File: src/rtl/idma_axi_burst_legalizer.sv
// Splits one linear copy request into AXI4-legal read and write bursts.
// Bursts never cross a page boundary and never exceed MaxBeats beats.
// Read and write sides advance independently; a new request is accepted
// only after both sides have handed off their last burst.

// One side (read or write) of the legalizer: walks an address/remaining pair
// and presents one registered burst descriptor at a time.
module idma_axi_burst_legalizer_side #(
    parameter int  AddrWidth = 32,
    parameter int  DataWidth = 32,
    parameter int  LenWidth  = 32,
    parameter int  MaxBeats  = 256,
    parameter int  PageSize  = 4096,
    localparam int StrbWidth = DataWidth / 8,
    localparam int OffW      = $clog2(StrbWidth),
    localparam int NbW       = $clog2(MaxBeats * StrbWidth) + 1
) (
    input  logic                 clk_i,
    input  logic                 rst_i,
    input  logic                 start_i,
    input  logic [AddrWidth-1:0] start_addr_i,
    input  logic [LenWidth-1:0]  start_len_i,
    input  logic                 ready_i,
    output logic [AddrWidth-1:0] addr_o,
    output logic [7:0]           len_o,
    output logic [OffW-1:0]      offset_o,
    output logic [OffW-1:0]      tailer_o,
    output logic [NbW-1:0]       num_bytes_o,
    output logic                 last_o,
    output logic                 valid_o,
    output logic                 fin_o
);
    localparam int PgW      = $clog2(PageSize);
    localparam int MaxBytes = MaxBeats * StrbWidth;
    localparam int CalcW    = ((LenWidth > AddrWidth) ? LenWidth : AddrWidth) + 2;

    logic [AddrWidth-1:0] cur_addr_q, cur_addr_d;
    logic [LenWidth-1:0]  remaining_q, remaining_d;
    logic [AddrWidth-1:0] addr_q, addr_d;
    logic [7:0]           len_q, len_d;
    logic [OffW-1:0]      offset_q, offset_d;
    logic [OffW-1:0]      tailer_q, tailer_d;
    logic [NbW-1:0]       bytes_q, bytes_d;
    logic                 last_q, last_d;
    logic                 valid_q, valid_d;

    logic [AddrWidth-1:0] calc_addr;
    logic [LenWidth-1:0]  calc_rem;
    logic [CalcW-1:0]     page_room, beat_room, bytes_w;
    logic [NbW-1:0]       bytes_nb, end_nb;
    logic                 advance;

    // Pick the source of the next burst: a fresh request or the running cursor.
    always_comb begin
        calc_addr = start_i ? start_addr_i : cur_addr_q;
        calc_rem  = start_i ? start_len_i  : remaining_q;
    end

    // Size the next burst as the tightest of remaining bytes, page room and beat room.
    always_comb begin
        // NOTE: combinational blocks use blocking '=' so each line sees the value
        // computed just above it; bytes_w is refined step by step below.
        page_room = CalcW'(PageSize) - CalcW'(calc_addr[PgW-1:0]);
        beat_room = CalcW'(MaxBytes) - CalcW'(calc_addr[OffW-1:0]);
        bytes_w   = CalcW'(calc_rem);
        if (page_room < bytes_w) bytes_w = page_room;
        if (beat_room < bytes_w) bytes_w = beat_room;
        bytes_nb  = NbW'(bytes_w);
        end_nb    = NbW'(calc_addr[OffW-1:0]) + bytes_nb;
    end

    assign advance = start_i || (valid_q && ready_i && !last_q);

    // Next-state: load a new descriptor on start or on a non-last handshake,
    // drop valid after the last handshake, otherwise hold everything.
    always_comb begin
        // NOTE: every target gets a default first, so no path leaves one
        // unassigned and no latch is inferred.
        cur_addr_d  = cur_addr_q;
        remaining_d = remaining_q;
        addr_d      = addr_q;
        len_d       = len_q;
        offset_d    = offset_q;
        tailer_d    = tailer_q;
        bytes_d     = bytes_q;
        last_d      = last_q;
        valid_d     = valid_q;
        if (advance) begin
            addr_d      = calc_addr;
            len_d       = 8'(((end_nb + NbW'(StrbWidth - 1)) >> OffW) - NbW'(1));
            offset_d    = calc_addr[OffW-1:0];
            tailer_d    = end_nb[OffW-1:0];
            bytes_d     = bytes_nb;
            last_d      = (CalcW'(calc_rem) == bytes_w);
            valid_d     = 1'b1;
            cur_addr_d  = calc_addr + AddrWidth'(bytes_nb);
            remaining_d = calc_rem - LenWidth'(bytes_nb);
        end else if (valid_q && ready_i && last_q) begin
            valid_d = 1'b0;
        end
    end

    // Descriptor and cursor registers.
    always_ff @(posedge clk_i or posedge rst_i) begin
        // NOTE: the reset is asynchronous so valids drop the instant rst_i
        // rises; every register is cleared so no stale burst survives it.
        if (rst_i) begin
            cur_addr_q  <= '0;
            remaining_q <= '0;
            addr_q      <= '0;
            len_q       <= '0;
            offset_q    <= '0;
            tailer_q    <= '0;
            bytes_q     <= '0;
            last_q      <= 1'b0;
            valid_q     <= 1'b0;
        end else begin
            cur_addr_q  <= cur_addr_d;
            remaining_q <= remaining_d;
            addr_q      <= addr_d;
            len_q       <= len_d;
            offset_q    <= offset_d;
            tailer_q    <= tailer_d;
            bytes_q     <= bytes_d;
            last_q      <= last_d;
            valid_q     <= valid_d;
        end
    end

    assign addr_o      = addr_q;
    assign len_o       = len_q;
    assign offset_o    = offset_q;
    assign tailer_o    = tailer_q;
    assign num_bytes_o = bytes_q;
    assign last_o      = last_q;
    assign valid_o     = valid_q;
    // Side is finished once it is idle or its last burst is handshaking now.
    assign fin_o       = !valid_q || (ready_i && last_q);
endmodule

module idma_axi_burst_legalizer #(
    parameter int  AddrWidth = 32,
    parameter int  DataWidth = 32,
    parameter int  LenWidth  = 32,
    parameter int  MaxBeats  = 256,
    parameter int  PageSize  = 4096,
    localparam int StrbWidth = DataWidth / 8,
    localparam int OffW      = $clog2(StrbWidth),
    localparam int NbW       = $clog2(MaxBeats * StrbWidth) + 1
) (
    input  logic                 clk_i,
    input  logic                 rst_i,
    input  logic [AddrWidth-1:0] req_src_addr_i,
    input  logic [AddrWidth-1:0] req_dst_addr_i,
    input  logic [LenWidth-1:0]  req_length_i,
    input  logic                 req_valid_i,
    output logic                 req_ready_o,
    output logic [AddrWidth-1:0] r_addr_o,
    output logic [7:0]           r_len_o,
    output logic [OffW-1:0]      r_offset_o,
    output logic [OffW-1:0]      r_tailer_o,
    output logic [OffW-1:0]      r_shift_o,
    output logic [NbW-1:0]       r_num_bytes_o,
    output logic                 r_last_o,
    output logic                 r_valid_o,
    input  logic                 r_ready_i,
    output logic [AddrWidth-1:0] w_addr_o,
    output logic [7:0]           w_len_o,
    output logic [OffW-1:0]      w_offset_o,
    output logic [OffW-1:0]      w_tailer_o,
    output logic [OffW-1:0]      w_shift_o,
    output logic [NbW-1:0]       w_num_bytes_o,
    output logic                 w_last_o,
    output logic                 w_valid_o,
    input  logic                 w_ready_i,
    output logic                 busy_o,
    output logic                 done_o
);
    typedef enum logic [1:0] {StIdle, StSplit, StDone} state_e;

    state_e          state_q, state_d;
    logic [OffW-1:0] r_shift_q, r_shift_d;
    logic [OffW-1:0] w_shift_q, w_shift_d;
    logic            accept, start, r_fin, w_fin;

    // Ready is forced low while reset is held, independent of the state register.
    assign req_ready_o = (state_q == StIdle) && !rst_i;
    assign accept      = req_valid_i && req_ready_o;

    // Transfer FSM; shifts are captured once at acceptance and held.
    always_comb begin
        state_d   = state_q;
        start     = 1'b0;
        r_shift_d = r_shift_q;
        w_shift_d = w_shift_q;
        case (state_q)
            StIdle: begin
                if (accept) begin
                    r_shift_d = req_src_addr_i[OffW-1:0];
                    w_shift_d = OffW'(0) - req_dst_addr_i[OffW-1:0];
                    if (req_length_i != '0) begin
                        start   = 1'b1;
                        state_d = StSplit;
                    end else begin
                        state_d = StDone;
                    end
                end
            end
            StSplit: if (r_fin && w_fin) state_d = StDone;
            StDone:  state_d = StIdle;
            default: state_d = StIdle;
        endcase
    end

    // State and shift registers.
    always_ff @(posedge clk_i or posedge rst_i) begin
        if (rst_i) begin
            state_q   <= StIdle;
            r_shift_q <= '0;
            w_shift_q <= '0;
        end else begin
            state_q   <= state_d;
            r_shift_q <= r_shift_d;
            w_shift_q <= w_shift_d;
        end
    end

    idma_axi_burst_legalizer_side #(
        .AddrWidth(AddrWidth), .DataWidth(DataWidth), .LenWidth(LenWidth),
        .MaxBeats(MaxBeats), .PageSize(PageSize)
    ) u_rd (
        .clk_i(clk_i), .rst_i(rst_i), .start_i(start),
        .start_addr_i(req_src_addr_i), .start_len_i(req_length_i), .ready_i(r_ready_i),
        .addr_o(r_addr_o), .len_o(r_len_o), .offset_o(r_offset_o), .tailer_o(r_tailer_o),
        .num_bytes_o(r_num_bytes_o), .last_o(r_last_o), .valid_o(r_valid_o), .fin_o(r_fin)
    );

    idma_axi_burst_legalizer_side #(
        .AddrWidth(AddrWidth), .DataWidth(DataWidth), .LenWidth(LenWidth),
        .MaxBeats(MaxBeats), .PageSize(PageSize)
    ) u_wr (
        .clk_i(clk_i), .rst_i(rst_i), .start_i(start),
        .start_addr_i(req_dst_addr_i), .start_len_i(req_length_i), .ready_i(w_ready_i),
        .addr_o(w_addr_o), .len_o(w_len_o), .offset_o(w_offset_o), .tailer_o(w_tailer_o),
        .num_bytes_o(w_num_bytes_o), .last_o(w_last_o), .valid_o(w_valid_o), .fin_o(w_fin)
    );

    assign r_shift_o = r_shift_q;
    assign w_shift_o = w_shift_q;
    assign busy_o    = (state_q != StIdle);
    assign done_o    = (state_q == StDone);
endmodule

File: config.mk
export PLATFORM = sky130hd
export DESIGN_NAME = idma_axi_burst_legalizer
export DESIGN_NICKNAME = d
export VERILOG_FILES = /design/src/rtl/idma_axi_burst_legalizer.sv
export SDC_FILE = /design/constraint.sdc
export NUM_CORES = 1
export LEC_CHECK = 0
export ABC_AREA = 1
export BUFFER_PORTS_ARGS = -buffer_cell sky130_fd_sc_hd__buf_4
export CORE_MARGIN = 2
export CORE_UTILIZATION = 54
export DETAILED_ROUTE_END_ITERATION = 12
export PLACE_DENSITY = 0.87
export REMOVE_ABC_BUFFERS = 1
export SKIP_CTS_REPAIR_TIMING = 1
export SYNTH_ARGS = -nofsm -noshare
export SYNTH_HDL_FRONTEND = slang
export SYNTH_HIERARCHICAL = 1
export SYNTH_SLANG_ARGS = --single-unit
File: constraint.sdc
create_clock -name clk_i -period 7.1 [get_ports clk_i]
set_clock_uncertainty 0.05 [all_clocks]
set_input_delay 1.42 -clock clk_i [delete_from_list [all_inputs] [get_ports clk_i]]
set_output_delay 1.42 -clock clk_i [all_outputs]
set_load 0.005 [all_outputs]
==> flow_summary.toml <==
[cells_and_area]
final_common_cell = "buf_4"
finalNetCount = 3661
fillers = 1741
drive_gt1_frac = 0.4126
antenna_cells = 0
fin_area_sq_um = 28060
area_growth_syn_to_layout_pct = 52.41
most-common-layout-cells = "buf_4 (771), nand2_1 (708), inv_1 (319)"
final_cell_count_no_fill = 3938

[clock_network]
cts_root_buf = "clkbuf_16"
cts_sinks = 240
clock_latency_ns = 0.58
cts-htree-levels = 1
cts_tree = "done"
cts_buffer_depth = 3
clk_pin_slew_worst_paths_ns = 0.06
cts_made_buffers = 28

[global_route]
grt-ovfl-total = 0
grt_first_pass_wirelength_microns = 94750
antenna_found_initial = 0
grt_max_degree = 95
use_met1 = 0.3854
grt-busiest-layer = "met2"
grt_util_met3 = 0.04153
grtUsageTotal = 0.3224
grt_pass1_vias = 20050
use_met2 = 0.5703

[detailed_routing]
wl_microns = 74190
route.vias.total = 23110
avgRoutedWirePerCell_microns = 18.84
viasPerCell = 5.867
ant_nets = 0
drc_errors = 0
firstDrtPassIters = 9
drtIter0Drc = 2485

[floorplan]
ioPinCount = 222
fp.dieH_microns = 188.6
die_x_microns = 188.6
coreArea_sq_um = 33530
rows = 67
start_util = 0.5490
die_area_sq_um = 35590

[synthesis]
ys_seq_area_frac = 0.3262
syn_area_sq_um = 18410
netlist_instances = 2701
yosys_warnings = 6
netlist_top_cells_area = "dfrtp_1 (33%), nand2_1 (16%), inv_1 (7.5%), ha_1 (6.1%), o21ai_0 (5.4%)"
yosysTopAreaCellShare = 0.3262
synth_cell_type_count = 57
synthArstFlopShare = 1.000
synth_top_cell_by_area = "dfrtp_1"
synth_flop_cell = "dfrtp_1"
ys_seq_elements = 240
synth_edf_count = 0
syn_avg_cell_area_sq_um = 6.816

[critical_path]
crit_top_cell = "nand2_1"
required_ns = 7.47
worstSetupEndpointType = "flop"
crit_slowest_cell = "xor2_2"
cpPeakStageDelay_ns = 0.41
cp-start-kind = "input pin"
cp.arrival_ns = 9.41
worstSetupPathType = "input pin to flop"
cp_max_fo = 8

[place]
pre_cts_ws_ns = -2.428
dp_hpwl_microns = 44970
gp_congestion = 0.9541
io_buffers = 221
placed_area_sq_um = 24130
placed_cells = 3804

[sta]
hold_viol_final = 0
clock.fmax_mhz = 110.6
grt_setup_unrepaired = "true"
period_needed_ns = 9.038
relSlewSlack = 0.2767
worst_pin_slew_ns = 1.083
setup_violations = 132
period_share = 1.273
worst_slack_ns = -1.939
drv_slew = 0

[worst_hold_path]
min_path_type = "flop to flop"

[status]
status = "complete, but fails checks"
violations = "setup timing"

[flow_run]
cap_violations = 0
-- area by class of cell --
class                      count  area, sq um  area share
tap                          448        560.5     0.01998
sequential                   240         6006      0.2140
multi-input combinational   1984        12530      0.4467
timing repair buffer         827         6487      0.2312
clock inverter                11        138.9    0.004950
inverter                     387         1511     0.05387
clock buffer                  41        820.8     0.02925
-- Yosys cell counts (4+ instances only) --
master,count
nand2_1,794
inv_1,367
dfrtp_1,240
nor2_1,232
o21ai_0,200
nand3_1,148
ha_1,90
a21oi_1,82
clkbuf_1,56
nand2_2,52
xor2_1,43
nand4_1,41
or2_2,33
o221ai_1,30
nor3_1,27
nor2_2,22
o21a_1,20
a31oi_1,19
inv_2,16
o21ai_1,16
xnor2_1,15
nand3_2,14
o21ai_2,14
buf_4,13
buf_6,12
o22ai_1,11
nor2_4,10
nand2_4,9
nor4_1,9
o31ai_1,8
nand3_4,5
buf_1,4
buf_2,4
nand3b_1,4
o211ai_1,4
-- sequential cells by signal, summed over array words and instances (netlist names) --
| signal | count |
|---|---|
| r_shift_o | 2 |
| state_q | 2 |
| u_rd/num_bytes_o | 11 |
| u_wr/addr_o | 32 |
| u_wr/valid_o | 1 |
| u_rd/last_o | 1 |
| u_rd/addr_o | 32 |
| u_rd/valid_o | 1 |
| u_wr/len_o | 8 |
| u_wr/cur_addr_q | 32 |
| u_rd/remaining_q | 32 |
| u_rd/cur_addr_q | 32 |
| u_rd/len_o | 8 |
| u_wr/num_bytes_o | 11 |
| u_wr/last_o | 1 |
| u_wr/remaining_q | 32 |
| w_shift_o | 2 |
-- kinds of logic after synthesis --
kind of cell | share of synthesized area
AOI/OAI and AO/OA | 0.1331
buffers and inverters | 0.1066
adders and majority gates | 0.06334
and+or+nand+nor | 0.3420
DFF | 0.3262
xor gates and xnor gates | 0.02759
muxes | 0.001155
-- metal layers --
metal	vias up	part of all wire
met5	-	0
met4	0	0.075
met3	501	0.092
met2	1604	0.48
met1	10800	0.35
li1	10200	-
-- worst paths after layout --
kind	startpoint	to	slack [ns]	cells past startpoint
min reg2reg	u_wr/remaining_q[1]	u_wr/remaining_q[1]	0.43	2
max	req_length_i[21]	u_rd/cur_addr_q[30]	-1.94	64
min in group asynchronous	rst_i	state_q[1]	0.91	3
max reg2reg	state_q[1]	u_rd/cur_addr_q[30]	-1.23	64
min	u_wr/remaining_q[1]	u_wr/remaining_q[1]	0.43	2
max in group asynchronous	rst_i	u_rd/num_bytes_o[8]	4.54	4
-- per-stage QoR --
| step | hold slack, ns | utilization | TNS (ns) |
|---|---|---|---|
| 6_report | 0.4275 | 0.8368 | -132.19 |
| 5_1_grt | 0.4452 | 0.8368 | -166.27 |
| 4_1_cts | 0.4323 | 0.7481 | -135.41 |
| 3_5_place_dp | 0.4146 | 0.7195 | -212.63 |
| 3_3_place_gp | 0.4089 | 0.7195 | -176.29 |
| 2_1_floorplan | 0.3936 | - | -765.31 |
-- worst max-delay path: cells and delay by family --
family | cells | cell delay [ns]
AOI/OAI and AO/OA | 5 | 0.79
buffers and inverters | 16 | 1.65
and+or+nand+nor | 39 | 4.27
adders and majority gates | 3 | 0.88
xor gates and xnor gates | 1 | 0.41
Power is not shown: default switching activity piles up to over one toggle a cycle in this logic, so the estimate is an artifact.
